--- config.mk ---
export PLATFORM = sky130hd
export DESIGN_NAME = csa_stream_accumulator
export DESIGN_NICKNAME = d
export VERILOG_FILES = /design/src/rtl/csa_stream_accumulator.sv
export SDC_FILE = /design/constraint.sdc
export NUM_CORES = 1
export LEC_CHECK = 0
export BUFFER_PORTS_ARGS = -buffer_cell sky130_fd_sc_hd__buf_2
export CORE_UTILIZATION = 60
export DETAILED_ROUTE_END_ITERATION = 16
export GPL_TIMING_DRIVEN = 0
export PLACE_DENSITY = 0.84
export SYNTH_ARGS = -nofsm -noshare
export SYNTH_HDL_FRONTEND = slang
export SYNTH_SLANG_ARGS = --single-unit
export TNS_END_PERCENT = 1
--- constraint.sdc ---
create_clock -name clk -period 3.82 [get_ports clk]
set_clock_uncertainty 0.1 [all_clocks]
set_input_delay 0.573 -clock clk [delete_from_list [all_inputs] [get_ports clk]]
set_output_delay 0.573 -clock clk [all_outputs]
set_load 0.02 [all_outputs]
--- src/rtl/csa_stream_accumulator.sv ---
// -----------------------------------------------------------------------------
// csa_stream_accumulator
//
// Multi-operand adder built around a WIDTH-generalised 3:2 carry-save stage.
// Operands arrive over a valid/ready stream and are folded into a redundant
// running total (sum vector s_r, carry vector c_r). The operand flagged with
// in_last triggers one carry-propagate resolve cycle. The resolved frame sum is
// then presented on a valid/ready result port.
//
// Optional build macro: CSA_STREAM_ACCUMULATOR_APPROX_EN
//   When defined, the low APPROX_K result bits are resolved as s|c. The upper
//   bits are s+c with no carry-in from the low part. When undefined, the resolve
//   is an exact ACC_W-bit add and APPROX_K is only range-checked.
//
// Ports:
//   clk          in   rising-edge clock
//   rst          in   asynchronous active-high reset
//   in_data      in   WIDTH-bit unsigned operand (zero-extended to ACC_W)
//   in_valid     in   operand valid
//   in_last      in   final operand of the frame (sampled with in_data)
//   in_ready     out  block accepts an operand (ACCUM state)
//   out_data     out  ACC_W-bit frame sum, modulo 2^ACC_W
//   out_count    out  operands in the frame, saturating at MAX_OPS
//   out_overflow out  frame had more than MAX_OPS operands
//   out_valid    out  result valid (OUTPUT state)
//   out_ready    in   downstream accepts the result
// -----------------------------------------------------------------------------
module csa_stream_accumulator #(
  parameter int WIDTH    = 16,
  parameter int MAX_OPS  = 16,
  parameter int APPROX_K = 4,
  localparam int ACC_W   = WIDTH + $clog2(MAX_OPS),
  localparam int CNT_W   = $clog2(MAX_OPS) + 1
) (
  input  logic             clk,
  input  logic             rst,
  input  logic [WIDTH-1:0] in_data,
  input  logic             in_valid,
  input  logic             in_last,
  output logic             in_ready,
  output logic [ACC_W-1:0] out_data,
  output logic [CNT_W-1:0] out_count,
  output logic             out_overflow,
  output logic             out_valid,
  input  logic             out_ready
);

  localparam logic [1:0] ST_ACCUM   = 2'd0;
  localparam logic [1:0] ST_RESOLVE = 2'd1;
  localparam logic [1:0] ST_OUTPUT  = 2'd2;

  localparam logic [CNT_W-1:0] CNT_MAX = CNT_W'(MAX_OPS);
  localparam logic [CNT_W-1:0] CNT_ONE = CNT_W'(1);

  // Elaboration-time parameter sanity checks.
  if (MAX_OPS < 2 || (MAX_OPS & (MAX_OPS - 1)) != 0) begin : g_bad_max_ops
    $error("MAX_OPS must be a power of two, at least 2");
  end
  if (APPROX_K < 1 || APPROX_K > WIDTH - 1) begin : g_bad_approx_k
    $error("APPROX_K must lie in 1..WIDTH-1");
  end

  logic [1:0]       state_r;
  logic [1:0]       state_nxt_s;
  logic             in_ready_r;
  logic             out_valid_r;
  logic [ACC_W-1:0] s_r;
  logic [ACC_W-1:0] c_r;
  logic [CNT_W-1:0] count_r;
  logic             ovf_r;
  logic [ACC_W-1:0] out_data_r;
  logic [CNT_W-1:0] out_count_r;
  logic             out_ovf_r;

  logic             accept_s;
  logic [ACC_W-1:0] x_s;
  logic [ACC_W-1:0] carry_s;
  logic [ACC_W-1:0] s_nxt_s;
  logic [ACC_W-1:0] c_nxt_s;
  logic [ACC_W-1:0] result_s;

  assign accept_s = in_valid && (state_r == ST_ACCUM);
  assign x_s      = {{(ACC_W - WIDTH){1'b0}}, in_data};

  // 3:2 compressor: per-bit sum and majority; the majority shifted up one place
  // becomes the new carry vector and its top bit falls off (mod 2^ACC_W).
  always_comb begin
    carry_s = (s_r & c_r) | (s_r & x_s) | (c_r & x_s);
    s_nxt_s = s_r ^ c_r ^ x_s;
    c_nxt_s = carry_s << 1'b1;
  end

`ifdef CSA_STREAM_ACCUMULATOR_APPROX_EN
  // Approximate resolve: OR the low bits, add the high bits without carry-in.
  always_comb begin
    result_s                      = {ACC_W{1'b0}};
    result_s[APPROX_K-1:0]        = s_r[APPROX_K-1:0] | c_r[APPROX_K-1:0];
    result_s[ACC_W-1:APPROX_K]    = s_r[ACC_W-1:APPROX_K] + c_r[ACC_W-1:APPROX_K];
  end
`else
  // Exact resolve: full-width carry-propagate add of the redundant pair.
  always_comb begin
    result_s = s_r + c_r;
  end
`endif

  // Next-state decode for the ACCUM -> RESOLVE -> OUTPUT frame sequence.
  always_comb begin
    state_nxt_s = state_r;
    case (state_r)
      ST_ACCUM: begin
        if (accept_s && in_last) begin
          state_nxt_s = ST_RESOLVE;
        end else begin
          state_nxt_s = ST_ACCUM;
        end
      end
      ST_RESOLVE: begin
        state_nxt_s = ST_OUTPUT;
      end
      ST_OUTPUT: begin
        if (out_ready) begin
          state_nxt_s = ST_ACCUM;
        end else begin
          state_nxt_s = ST_OUTPUT;
        end
      end
      default: begin
        state_nxt_s = ST_ACCUM;
      end
    endcase
  end

  // State register with the handshake flags registered from the next state.
  always_ff @(posedge clk or posedge rst) begin
    if (rst) begin
      state_r     <= ST_ACCUM;
      in_ready_r  <= 1'b1;
      out_valid_r <= 1'b0;
    end else begin
      state_r     <= state_nxt_s;
      in_ready_r  <= (state_nxt_s == ST_ACCUM);
      out_valid_r <= (state_nxt_s == ST_OUTPUT);
    end
  end

  // Accumulator, operand counter and result registers.
  always_ff @(posedge clk or posedge rst) begin
    if (rst) begin
      s_r         <= {ACC_W{1'b0}};
      c_r         <= {ACC_W{1'b0}};
      count_r     <= {CNT_W{1'b0}};
      ovf_r       <= 1'b0;
      out_data_r  <= {ACC_W{1'b0}};
      out_count_r <= {CNT_W{1'b0}};
      out_ovf_r   <= 1'b0;
    end else begin
      case (state_r)
        ST_ACCUM: begin
          if (accept_s) begin
            s_r <= s_nxt_s;
            c_r <= c_nxt_s;
            // Counter parks at MAX_OPS; any further operand marks overflow.
            if (count_r == CNT_MAX) begin
              ovf_r <= 1'b1;
            end else begin
              count_r <= count_r + CNT_ONE;
            end
          end
        end
        ST_RESOLVE: begin
          out_data_r  <= result_s;
          out_count_r <= count_r;
          out_ovf_r   <= ovf_r;
          s_r         <= {ACC_W{1'b0}};
          c_r         <= {ACC_W{1'b0}};
          count_r     <= {CNT_W{1'b0}};
          ovf_r       <= 1'b0;
        end
        default: begin
          out_data_r <= out_data_r;
        end
      endcase
    end
  end

  assign in_ready     = in_ready_r;
  assign out_valid    = out_valid_r;
  assign out_data     = out_data_r;
  assign out_count    = out_count_r;
  assign out_overflow = out_ovf_r;

endmodule
* Word-level counts from Yosys, hierarchy flattened
Index checks and enable logic that the tools add are counted.
** Storage, ports and cells
- Register bits after elaboration :: 76
- Logic and storage cells :: 47
- Output and inout bits :: 28
- Input port bits :: 21
** Cells by class
- Equal/unequal tests :: 7
- $add $sub $neg :: 2
- Reductions and logical operators :: 8
- Mux-type cells :: 13
- Bitwise logic cells :: 7
** Operators by type and width (count)
- 20-bit case mux with 2 select lines :: 2
- 20-bit 2-to-1 mux :: 2
- 19-bit by 16-bit bitwise AND with 19-bit output :: 2
- 19-bit OR :: 2
- 20-bit adder :: 1
- 20-bit by 16-bit bitwise XOR with 20-bit output :: 1
- 20-bit bitwise XOR :: 1
- 19-bit bitwise AND :: 1
- 5-bit 2-to-1 mux :: 2
- 5-bit case mux with 2 select lines :: 1
- 2-bit case mux with 3 select lines :: 1
- 3-bit AND reduction :: 2
- 5-bit by 1-bit adder with 5-bit output, second input constant :: 1
- 5-bit equality test, second input constant :: 1
- 2-bit equality test, second input constant :: 2
- 2-bit logical NOT :: 2
- 2-bit != test, second input constant :: 2
- 1-bit 2-to-1 mux :: 3
- 2-bit by 1-bit equality test with 1-bit output, second input constant :: 1
- 1-bit logical AND :: 2
- 2-bit 2-to-1 mux :: 1
- 2-bit by 1-bit != test with 1-bit output, second input constant :: 1
- 1-bit case mux with 2 select lines :: 1
- 2-bit AND reduction :: 1
- 2-bit nonzero test :: 1

* Longest topological paths before layout
Gate-level depths: netlist of run 1.
- Depth after elaboration :: 6
- Mapped depth :: 8

* Least setup slack after synthesis of run 1
No wires, ideal clock.
- Kind :: reg2reg
- Start point :: register s_r[1]
- End point :: register out_data_r[17], in the netlist out_data[17]
- Setup slack :: 1.385 ns
- Data arrival time :: 2.204 ns
- Library setup time :: 0.131 ns
- Cell stages (with the launch flop) :: 9
- Data required time :: 3.589 ns
- Period minus slack after synthesis :: 2.435 ns
- Cell sequence :: dfrtp_1 > ha_1 > fa_1 > a21o_1 > a221o_2 > a221oi_2 > o41ai_2 > xnor2_1 > o21ai_1
** On the way
- Cells in the longest elaborated chain, start to end :: 1
** RTL lines
- start, declared :: line 67 : logic [ACC_W-1:0] s_r;
- start signal, assigned :: line 150 : s_r <= {ACC_W{1'b0}};
- start signal, assigned :: line 161 : s_r <= s_nxt_s;
- start signal, assigned :: line 175 : s_r <= {ACC_W{1'b0}};
- 20-bit adder :: line 103 : result_s = s_r + c_r;
- end signal, assigned :: line 154 : out_data_r <= {ACC_W{1'b0}};
- end signal, assigned :: line 172 : out_data_r <= result_s;
- end signal, assigned :: line 181 : out_data_r <= out_data_r;
- end, declared :: line 71 : logic [ACC_W-1:0] out_data_r;
Every way passes these cells.
A chain may end at the register's enable or synchronous reset.

* Final worst setup path of run 1
Same ends and word-level chain as after synthesis.

==> metrics.cfg, run 1 <==
[setup_path]
required_ns = 3.94
worstPathArrival_ns = 2.84
path_class = reg2reg
cp_max_fo = 5
cp-end-kind = flop
r2r_slack_ns = 1.10
startpoint_type = flop

[logic_synthesis]
synth.cell_area_mm2 = 0.00411
synth_mux_area_share_pct = 0.243
synth_xor_area_share_pct = 2.98
synth_nets = 501
synth-async-reset-ratio_pct = 100
yosys_warnings = 0
synth_compound_gate_area_share_pct = 11.9
synth_cell_types = 40
ys_seq_elements = 75
seq_area_frac_synth_pct = 45.7
syn_area_per_cell_um2 = 9.28
synth_fa_ha_area_share_pct = 14.2
synth_edf_count = 0
synth_top_family_by_area = simple AND/OR/NAND/NOR gates
netlist_instances = 443
synth_simple_gate_area_share_pct = 22.1
synth-main-ff-cell = dfrtp_1

[cts]
cts_tree = yes
htreeDepth = 3
cts_resized = 0
cts.path.max_buffers = 2
ctsHoldBuffers = 0
insertion_delay_ns = 0.36
cts.sinks = 75
cts_buffers = 9
clockRootBuffer = clkbuf_8
path_clk_slew_ns = 0.09
postCtsSetupBuffers = 0

[global_routing]
grt_max_degree = 76
antenna_found_initial = 0
grt_pass1_wl_mm = 16.4
grt_pass1_vias = 3389
grt_util_all_layers_pct = 29.9
grt_overflow = 0

[cells_and_area]
finalCoreUtilization_pct = 71.7
final_nets = 560
areaGrowthSynthToFinish_pct = 13.3
drive_above_1_share_pct = 14.8
antenna_cells = 0

[detailed_routing]
dr.pass1.iters = 13
vias = 3514
drc = 6
drtAntennaViolNets = 0
wl_per_cell_um = 16.8
routed_wl_mm = 9.82
drt_iter0_drc = 315
viasPerCell = 6.02

[sta]
fin_crit_sh_pct = 71.1
hold_viol_final = 0
fmax_mhz = 368
finalSetupViolCount = 0
slew_viol_final = 0
rsz0062_at_grt = false
slew_headroom_pct = 39.4
tightest_slew_ns = 0.909
tns_ns = 0
fin_ws_ns = 1.10
post-route-min-period_ns = 2.72

[power]
p_leak_nw = 2.47
irDropWorstVdd_v = 0.000424
p_per_area_mw_per_mm2 = 761

[status]
violations = DRC
outcome = finished with violations

[floorplan]
start_util_pct = 63.3
die_h_um = 84.8
ios = 49
die_area_mm2 = 0.00719
die_w_um = 84.8
core_area_mm2 = 0.00649
fp-row-count = 29

[placement]
hpwl_mm = 6.86
globalplace.congestion = 0.872
dp_slack_ns = 1.15
port-buffer-count = 48

[min_path]
hold_class = in2async

[flow_run]
drv_cap = 0

-- path summary, 6_finish.rpt --
kind	startpoint	endpoint	depth (start not counted)
worst max-delay path	s_r[1]	out_data[17]	8
worst min-delay path	rst	c_r[19]	2
worst max register to register	s_r[1]	out_data[17]	8
worst min register to register	out_count[2]	out_count[2]	2
max in group asynchronous	rst	s_r[3]	2
min in group clk	out_ready	out_valid	2
-- through the flow --
stage	instance area [um2]	std cells	hold slack, ns	power [mW]
after floorplan	4110	443	0.339	2.40
after global placement	4450	568	0.353	2.77
after detailed placement	4450	568	0.362	2.86
after CTS	4660	584	0.316	3.52
after global routing	4660	584	0.334	3.80
final	4660	584	0.297	3.54
-- cell usage after synthesis (5+ instances only) --
library cell / count / area (um2)
nand2_1: 131 / 492
inv_1: 10 / 37.5
xor2_1: 7 / 61.3
a21o_1: 7 / 52.6
o21ai_0: 26 / 130
nand3_1: 43 / 215
a21oi_1: 15 / 75.1
xnor2_1: 7 / 61.3
clkbuf_1: 16 / 60.1
and3_1: 6 / 37.5
ha_1: 21 / 263
nor2_1: 11 / 41.3
nor3_1: 5 / 25.0
dfrtp_1: 74 / 1850
fa_1: 16 / 320
-- placed cells by master (no fill, tap or decap), types with 5 or more instances in the layout --
master    instances
a21o_1            7
a21oi_1          15
inv_1             9
dfrtp_1          74
nor3_1            5
xnor2_1           7
and3_1            6
o21ai_0          26
nand2_1         131
buf_2            50
clkbuf_8          9
ha_1             21
nor2_1           11
fa_1             16
clkbuf_1         16
nand3_1          43
xor2_1            7
-- report_power, final --
part	internal, mW	switching, mW
registers	1.07	0.249
clock network	0.313	0.341
logic	0.596	0.975
total	1.98	1.57
-- worst max-delay path: stages, from the launching register on --
cell      delay, ns
dfrtp_1        0.43
ha_1           0.24
fa_1           0.42
a21o_1         0.19
a221o_2        0.44
a221oi_2       0.37
o41ai_2        0.15
xnor2_1        0.15
o21ai_1        0.08
-- cell families after synthesis --
kind of cell | after synthesis
fa+ha+maj | 37
compound gates | 75
simple gates | 210
mux | 1
xor+xnor | 14
buf+inv | 31
flops | 75
-- flip-flops by register name, summed over array words and instances, names as in the netlist --
name and flops:
ovf_r 1, in_ready 1, out_overflow 1, state_r 2
c_r 19, count_r 5, s_r 20, out_valid 1
out_count 5, out_data 20
-- metal layers --
layer	track usage, %	share of wire, %	vias to the layer above
li1	-	-	1629
met1	41.2	44	1700
met2	46.9	47	156
met3	4.42	6.7	29
met4	14.5	3.0	0
met5	0	0	-
-- layout make-up --
type | instances | area [um2]
inverter | 10 | 40.0
buffer | 21 | 81.3
tap | 77 | 96.3
fill | 498 | 1840
clock buffer | 9 | 124
multi-input combinational | 337 | 2110
clock inverter | 7 | 83.8
timing repair buffer | 48 | 240
sequential | 75 | 1880
Power figures use the tool's default switching activity.
==> run 2: changes to the inputs <==
- CORE_UTILIZATION: 60 -> 53
- PLACE_DENSITY: 0.84 -> 0.79
- clock period: 3.82 -> 2.29 ns (I/O delays scaled with it)
==> run 2 against run 1 <==
  * The flow finishes with violations (setup timing)
  * Register-to-register slack got worse by 1.3 ns
  * Clock-buffer cell count is 1 higher
  * Total power increased by 74%
  * Sequential share of layout area decreased by 1.5 points
  * Die area up 13%
  * Sequential power increased by 66%
  * Critical endpoint unchanged
  * Largest cell class unchanged
  * Highest routed layer unchanged
==> metrics.cfg, run 2 (synthesis results as in run 1) <==
[floorplan]
fp-row-count = 31  ; +6.9%
core_area_mm2 = 0.00737  ; +13%
die_w_um = 90.1  ; +6.2%
die_h_um = 90.1  ; +6.2%
ios = 49  ; unchanged
die_area_mm2 = 0.00811  ; +13%
start_util_pct = 55.8  ; -7.5 points

[cells_and_area]
final_nets = 564  ; +0.71%
drive_above_1_share_pct = 18.4  ; +3.6 points
areaGrowthSynthToFinish_pct = 17.7
final_cell_mix = nand2_1, dfrtp_1, buf_2
finalNonFillerCells = 610  ; +4.5%
final_area_mm2 = 0.00484  ; +3.9%
final_common_cell = nand2_1
finalCoreUtilization_pct = 65.7  ; -6.0 points
antenna_cells = 0  ; unchanged

[sta]
slew_viol_final = 0  ; unchanged
fin_crit_sh_pct = 107  ; +36 points
rsz0062_at_grt = true
tns_ns = -0.555  ; -0.555 ns
hold_viol_final = 0  ; unchanged
tightest_slew_ns = 0.833  ; -0.0763 ns
fmax_mhz = 408  ; +11%
post-route-min-period_ns = 2.45  ; -0.262 ns
whs_ns = 0.0296  ; -0.267 ns
finalSetupViolCount = 5  ; +5
slew_headroom_pct = 44.3  ; +5.0 points
fin_ws_ns = -0.163  ; -1.27 ns

[setup_path]
cp_max_fo = 4  ; -1
crit_start = s_r[1]
r2r_slack_ns = -0.16  ; -1.27 ns
r2r_cells = 8  ; unchanged
critical_path.endpoint = out_data[17]
cp.depth = 8  ; unchanged
cp-end-kind = flop
cpPeakStageDelay_ns = 0.41  ; -0.03 ns
worstPathArrival_ns = 2.59  ; -0.25 ns
path_class = reg2reg
required_ns = 2.42  ; -1.52 ns
path_buf_inv = 0  ; unchanged
r2r-end = out_data[17]
path_cells = ha_2, fa_2, a21o_1, a221o_2, a221oi_4, o41ai_2, xnor2_1, o21ai_1
startpoint_type = flop
timing.rr.start = s_r[1]
crit_family = compound AO/OA/AOI/OAI gates
cp_slowest_cell = a221o_2

[placement]
port-buffer-count = 48  ; unchanged
dp_slack_ns = -0.277  ; -1.43 ns
dpl.cell_count = 591  ; +4.0%
globalplace.congestion = 0.888  ; +1.8%
placed_area_mm2 = 0.00450  ; +1.2%
hpwl_mm = 7.21  ; +5.2%

[detailed_routing]
drtAntennaViolNets = 0  ; unchanged
wl_per_cell_um = 16.0  ; -4.7%
drc = 0  ; -6
viasPerCell = 5.72  ; -4.9%
dr.pass1.iters = 4  ; -9
vias = 3492  ; -0.63%
routed_wl_mm = 9.78  ; -0.41%
drt_iter0_drc = 221  ; -30%

[power]
p_leak_nw = 2.52  ; +1.7%
p_per_area_mw_per_mm2 = 1270  ; +67%
irDropWorstVdd_v = 0.000521  ; +23%
power_mw = 6.15  ; +74%

[cts]
path_clk_slew_ns = 0.09  ; about the same
cts.path.max_buffers = 2  ; unchanged
cts_buffers = 9  ; unchanged
insertion_delay_ns = 0.36  ; about the same
cts_tree = yes
cts.sinks = 75  ; unchanged
clockRootBuffer = clkbuf_8
htreeDepth = 3  ; unchanged

[global_routing]
grt_pass1_wl_mm = 16.4  ; +0.34%
grt_max_degree = 41  ; -46%
grt_pass1_vias = 3474  ; +2.5%
grt_overflow = 0  ; unchanged
antenna_found_initial = 0  ; unchanged
grt_util_all_layers_pct = 25.9  ; -4.0 points

[min_path]
hold_class = in2async

[status]
outcome = finished with violations
violations = setup timing

[flow_run]
drv_cap = 0  ; unchanged

## run 2: cell count changes in the layout (fill, tap and decap cells not counted), moves of 3 or more
| cell | previous run | this run |
|---|---|---|
| xnor2_1 | 7 | 4 |
| ha_1 | 21 | 17 |
| o21ai_0 | 26 | 21 |
| ha_2 | 0 | 4 |
| xnor2_2 | 0 | 3 |
| o21ai_1 | 4 | 7 |
| buf_4 | 0 | 3 |
## run 2: worst min-delay path by stage
| stage | start | endpoint | slack [ns] | cells after the start |
|---|---|---|---|---|
| after floorplan | ovf_r | out_overflow | 0.34 | 2 |
| after global placement | ovf_r | out_overflow | 0.35 | 2 |
| after detailed placement | out_count[4] | out_count[4] | 0.36 | 2 |
| after CTS | rst | state_r[1] | 0.04 | 2 |
| after global routing | rst | out_data[15] | 0.08 | 2 |
| final | rst | out_data[18] | 0.03 | 2 |
## run 2: area by class of cell
cell class	instances	area (um2)
inverter	10	41.3
buffer	21	81.3
tap	99	124
timing repair buffer	52	283
fill	622	2530
multi-input combinational	337	2200
clock inverter	6	95.1
sequential	75	1880
clock buffer	10	138
## run 2: layer usage
metal  global-route usage [%]  wire, um
met5                        0         0
met1                     34.1      4290
met3                     4.31       460
met2                     41.5      4810
met4                     13.3       214
## run 2: where the power goes
part | internal, mW | leakage (nW) | switching (mW)
clock network | 0.655 | 0.117 | 0.539
logic | 1.09 | 1.42 | 1.67
registers | 1.79 | 0.975 | 0.406
total | 3.53 | 2.52 | 2.62
## run 2: repair_timing
action,CTS,global route
resized for setup,10,13
setup endpoints to repair,9,32
endpoints found under the hold margin,0,0
hold buffers,0,0
buffers inserted,3,0
pin swaps,2,6
## run 2: worst reg2reg max path, delay by kind of cell (launching register included)
family                   cells  cell delay [ns]
XOR/XNOR                     1             0.16
flip-flops                   1             0.39
AO/OA/AOI/OAI                5             1.10
adder cells (fa/ha/maj)      2             0.57
==> run 3: changes to the inputs <==
- CORE_ASPECT_RATIO: not set -> 1.5
==> run 3 against run 2 <==
  * The flow still finishes with violations (setup timing)
  * Die area about the same
  * First-iteration DRC count is 5.9% higher
  * Worst hold slack improved by 0.075 ns
  * Largest power group unchanged
  * Highest routed layer unchanged
==> metrics.cfg, run 3 (synthesis results as in run 1) <==
[sta]
fin_ws_ns = -0.160  ; +0.00349 ns
fmax_mhz = 408  ; +0.14%
slew_viol_final = 0  ; unchanged
whs_ns = 0.105  ; +0.0749 ns
fin_crit_sh_pct = 107  ; -0.15 points
post-route-min-period_ns = 2.45  ; -0.00349 ns
tightest_slew_ns = 0.613  ; -0.220 ns
finalSetupViolCount = 7  ; +2
hold_viol_final = 0  ; unchanged
rsz0062_at_grt = true
slew_headroom_pct = 58.8  ; +14 points

[placement]
dpl.cell_count = 595  ; +0.68%
globalplace.congestion = 0.902  ; +1.6%
hpwl_mm = 6.79  ; -5.9%
port-buffer-count = 48  ; unchanged

[cts]
insertion_delay_ns = 0.34  ; -0.02 ns
cts_tree = yes
cts_buffers = 9  ; unchanged
cts.sinks = 75  ; unchanged
clockRootBuffer = clkbuf_16
path_clk_slew_ns = 0.06  ; -0.03 ns
htreeDepth = 3  ; unchanged
cts.path.max_buffers = 2  ; unchanged

[min_path]
hold_class = in2reg

[cells_and_area]
seq_area_mm2 = 0.00188  ; -0.13%
final_cell_mix = nand2_1, dfrtp_1, buf_2
final_nets = 568  ; +0.71%
final_common_cell = nand2_1
antenna_cells = 0  ; unchanged
drive_above_1_share_pct = 18.1  ; -0.34 points
multi_input_area_mm2 = 0.00217  ; -1.1%
finalCoreUtilization_pct = 65.0  ; -0.69 points
areaGrowthSynthToFinish_pct = 19.5
fill_cells = 613  ; -1.4%
finalNonFillerCells = 617  ; +1.1%

[global_routing]
antenna_found_initial = 0  ; unchanged
grt_util_all_layers_pct = 26.4  ; +0.51 points
grt_overflow = 0  ; unchanged
grt_pass1_wl_mm = 15.8  ; -3.9%
grt_max_degree = 43  ; +4.9%
grt_pass1_vias = 3419  ; -1.6%

[setup_path]
worstPathArrival_ns = 2.55  ; -0.04 ns
crit_family = compound AO/OA/AOI/OAI gates
cpPeakStageDelay_ns = 0.42  ; about the same
path_buf_inv = 0  ; unchanged
startpoint_type = flop
cp_max_fo = 4  ; unchanged
path_cells = ha_2, fa_2, a21o_1, a221o_2, a221oi_4, o41ai_2, xnor2_1, o21ai_1
cp-end-kind = flop
path_class = reg2reg
r2r_slack_ns = -0.16  ; about the same
required_ns = 2.39  ; -0.03 ns
cp_slowest_cell = a221o_2

[floorplan]
start_util_pct = 54.4  ; -1.4 points
die_area_mm2 = 0.00812  ; about the same
core_area_mm2 = 0.00756  ; +2.6%
die_w_um = 73.9  ; -18%
ios = 49  ; unchanged
fp-row-count = 39  ; +26%
die_h_um = 110  ; +22%

[detailed_routing]
vias = 3463  ; -0.83%
viasPerCell = 5.61  ; -2.0%
dr.pass1.iters = 5  ; +1
drc = 0  ; unchanged
drt_iter0_drc = 234  ; +5.9%
drtAntennaViolNets = 0  ; unchanged
routed_wl_mm = 9.54  ; -2.5%
wl_per_cell_um = 15.5  ; -3.6%

[power]
irDropWorstVdd_v = 0.000772  ; +48%
p_per_area_mw_per_mm2 = 1270  ; about the same
p_leak_nw = 2.57  ; +2.1%
power_mw = 6.25  ; +1.6%

[status]
violations = setup timing
outcome = finished with violations

[flow_run]
drv_cap = 0  ; unchanged

run 3: worst reg2reg max path, stage by stage, from the launching register on:
cell	delay, ns
dfrtp_1	0.38
ha_2	0.20
fa_2	0.34
a21o_1	0.18
a221o_2	0.42
a221oi_4	0.32
o41ai_2	0.11
xnor2_1	0.19
o21ai_1	0.07
run 3: metal layers:
layer  track usage, %  part of all wire [%]  routed length, um
met5                0                     0                  0
met4             19.2                   5.1                488
met3             3.85                   5.5                528
met2             43.1                    49               4710
met1             31.3                    40               3820
run 3: area by class of cell:
cell class | instances | area share, %
Buffer | 21 | 1.73
Sequential cell | 75 | 38.2
Multi-Input combinational cell | 337 | 44.2
Clock buffer | 12 | 5.22
Clock inverter | 4 | 0.509
Inverter | 10 | 0.840
Tap cell | 102 | 2.60
Timing Repair Buffer | 56 | 6.67
run 3: per-stage QoR:
stage | area, um2 | setup slack (ns) | TNS [ns]
3_5_place_dp | 4530 | -0.297 | -1.08
3_3_place_gp | 4490 | -0.263 | -0.910
6_report | 4910 | -0.160 | -0.543
5_1_grt | 4910 | -0.240 | -1.77
4_1_cts | 4880 | -0.223 | -0.797
2_1_floorplan | 4120 | -0.0585 | -0.103
run 3: worst paths after layout:
path | to | start | cells after the start
min in group asynchronous | out_data[15] | rst | 4
max in group asynchronous | c_r[6] | rst | 5
hold reg to reg | out_overflow | out_overflow | 2
setup reg to reg | out_data[17] | s_r[1] | 8
setup / recovery | out_data[17] | s_r[1] | 8
hold / removal | out_valid | out_ready | 2
run 3: what timing repair did:
| item | in CTS | in global routing |
|---|---|---|
| hold endpoints to repair | 40 | 0 |
| pin swaps | 6 | 6 |
| hold buffers | 1 | 0 |
| gates resized for setup | 8 | 11 |
| endpoints found under the setup margin | 9 | 34 |
| gates cloned | 0 | 0 |
| setup buffers | 4 | 1 |
run 3: where the power goes:
part           total [mW]  switching (mW)  internal (mW)
Sequential           2.19           0.398           1.79
Combinational        2.73            1.65           1.08
Clock                1.34           0.547          0.789
Total                6.25            2.59           3.65
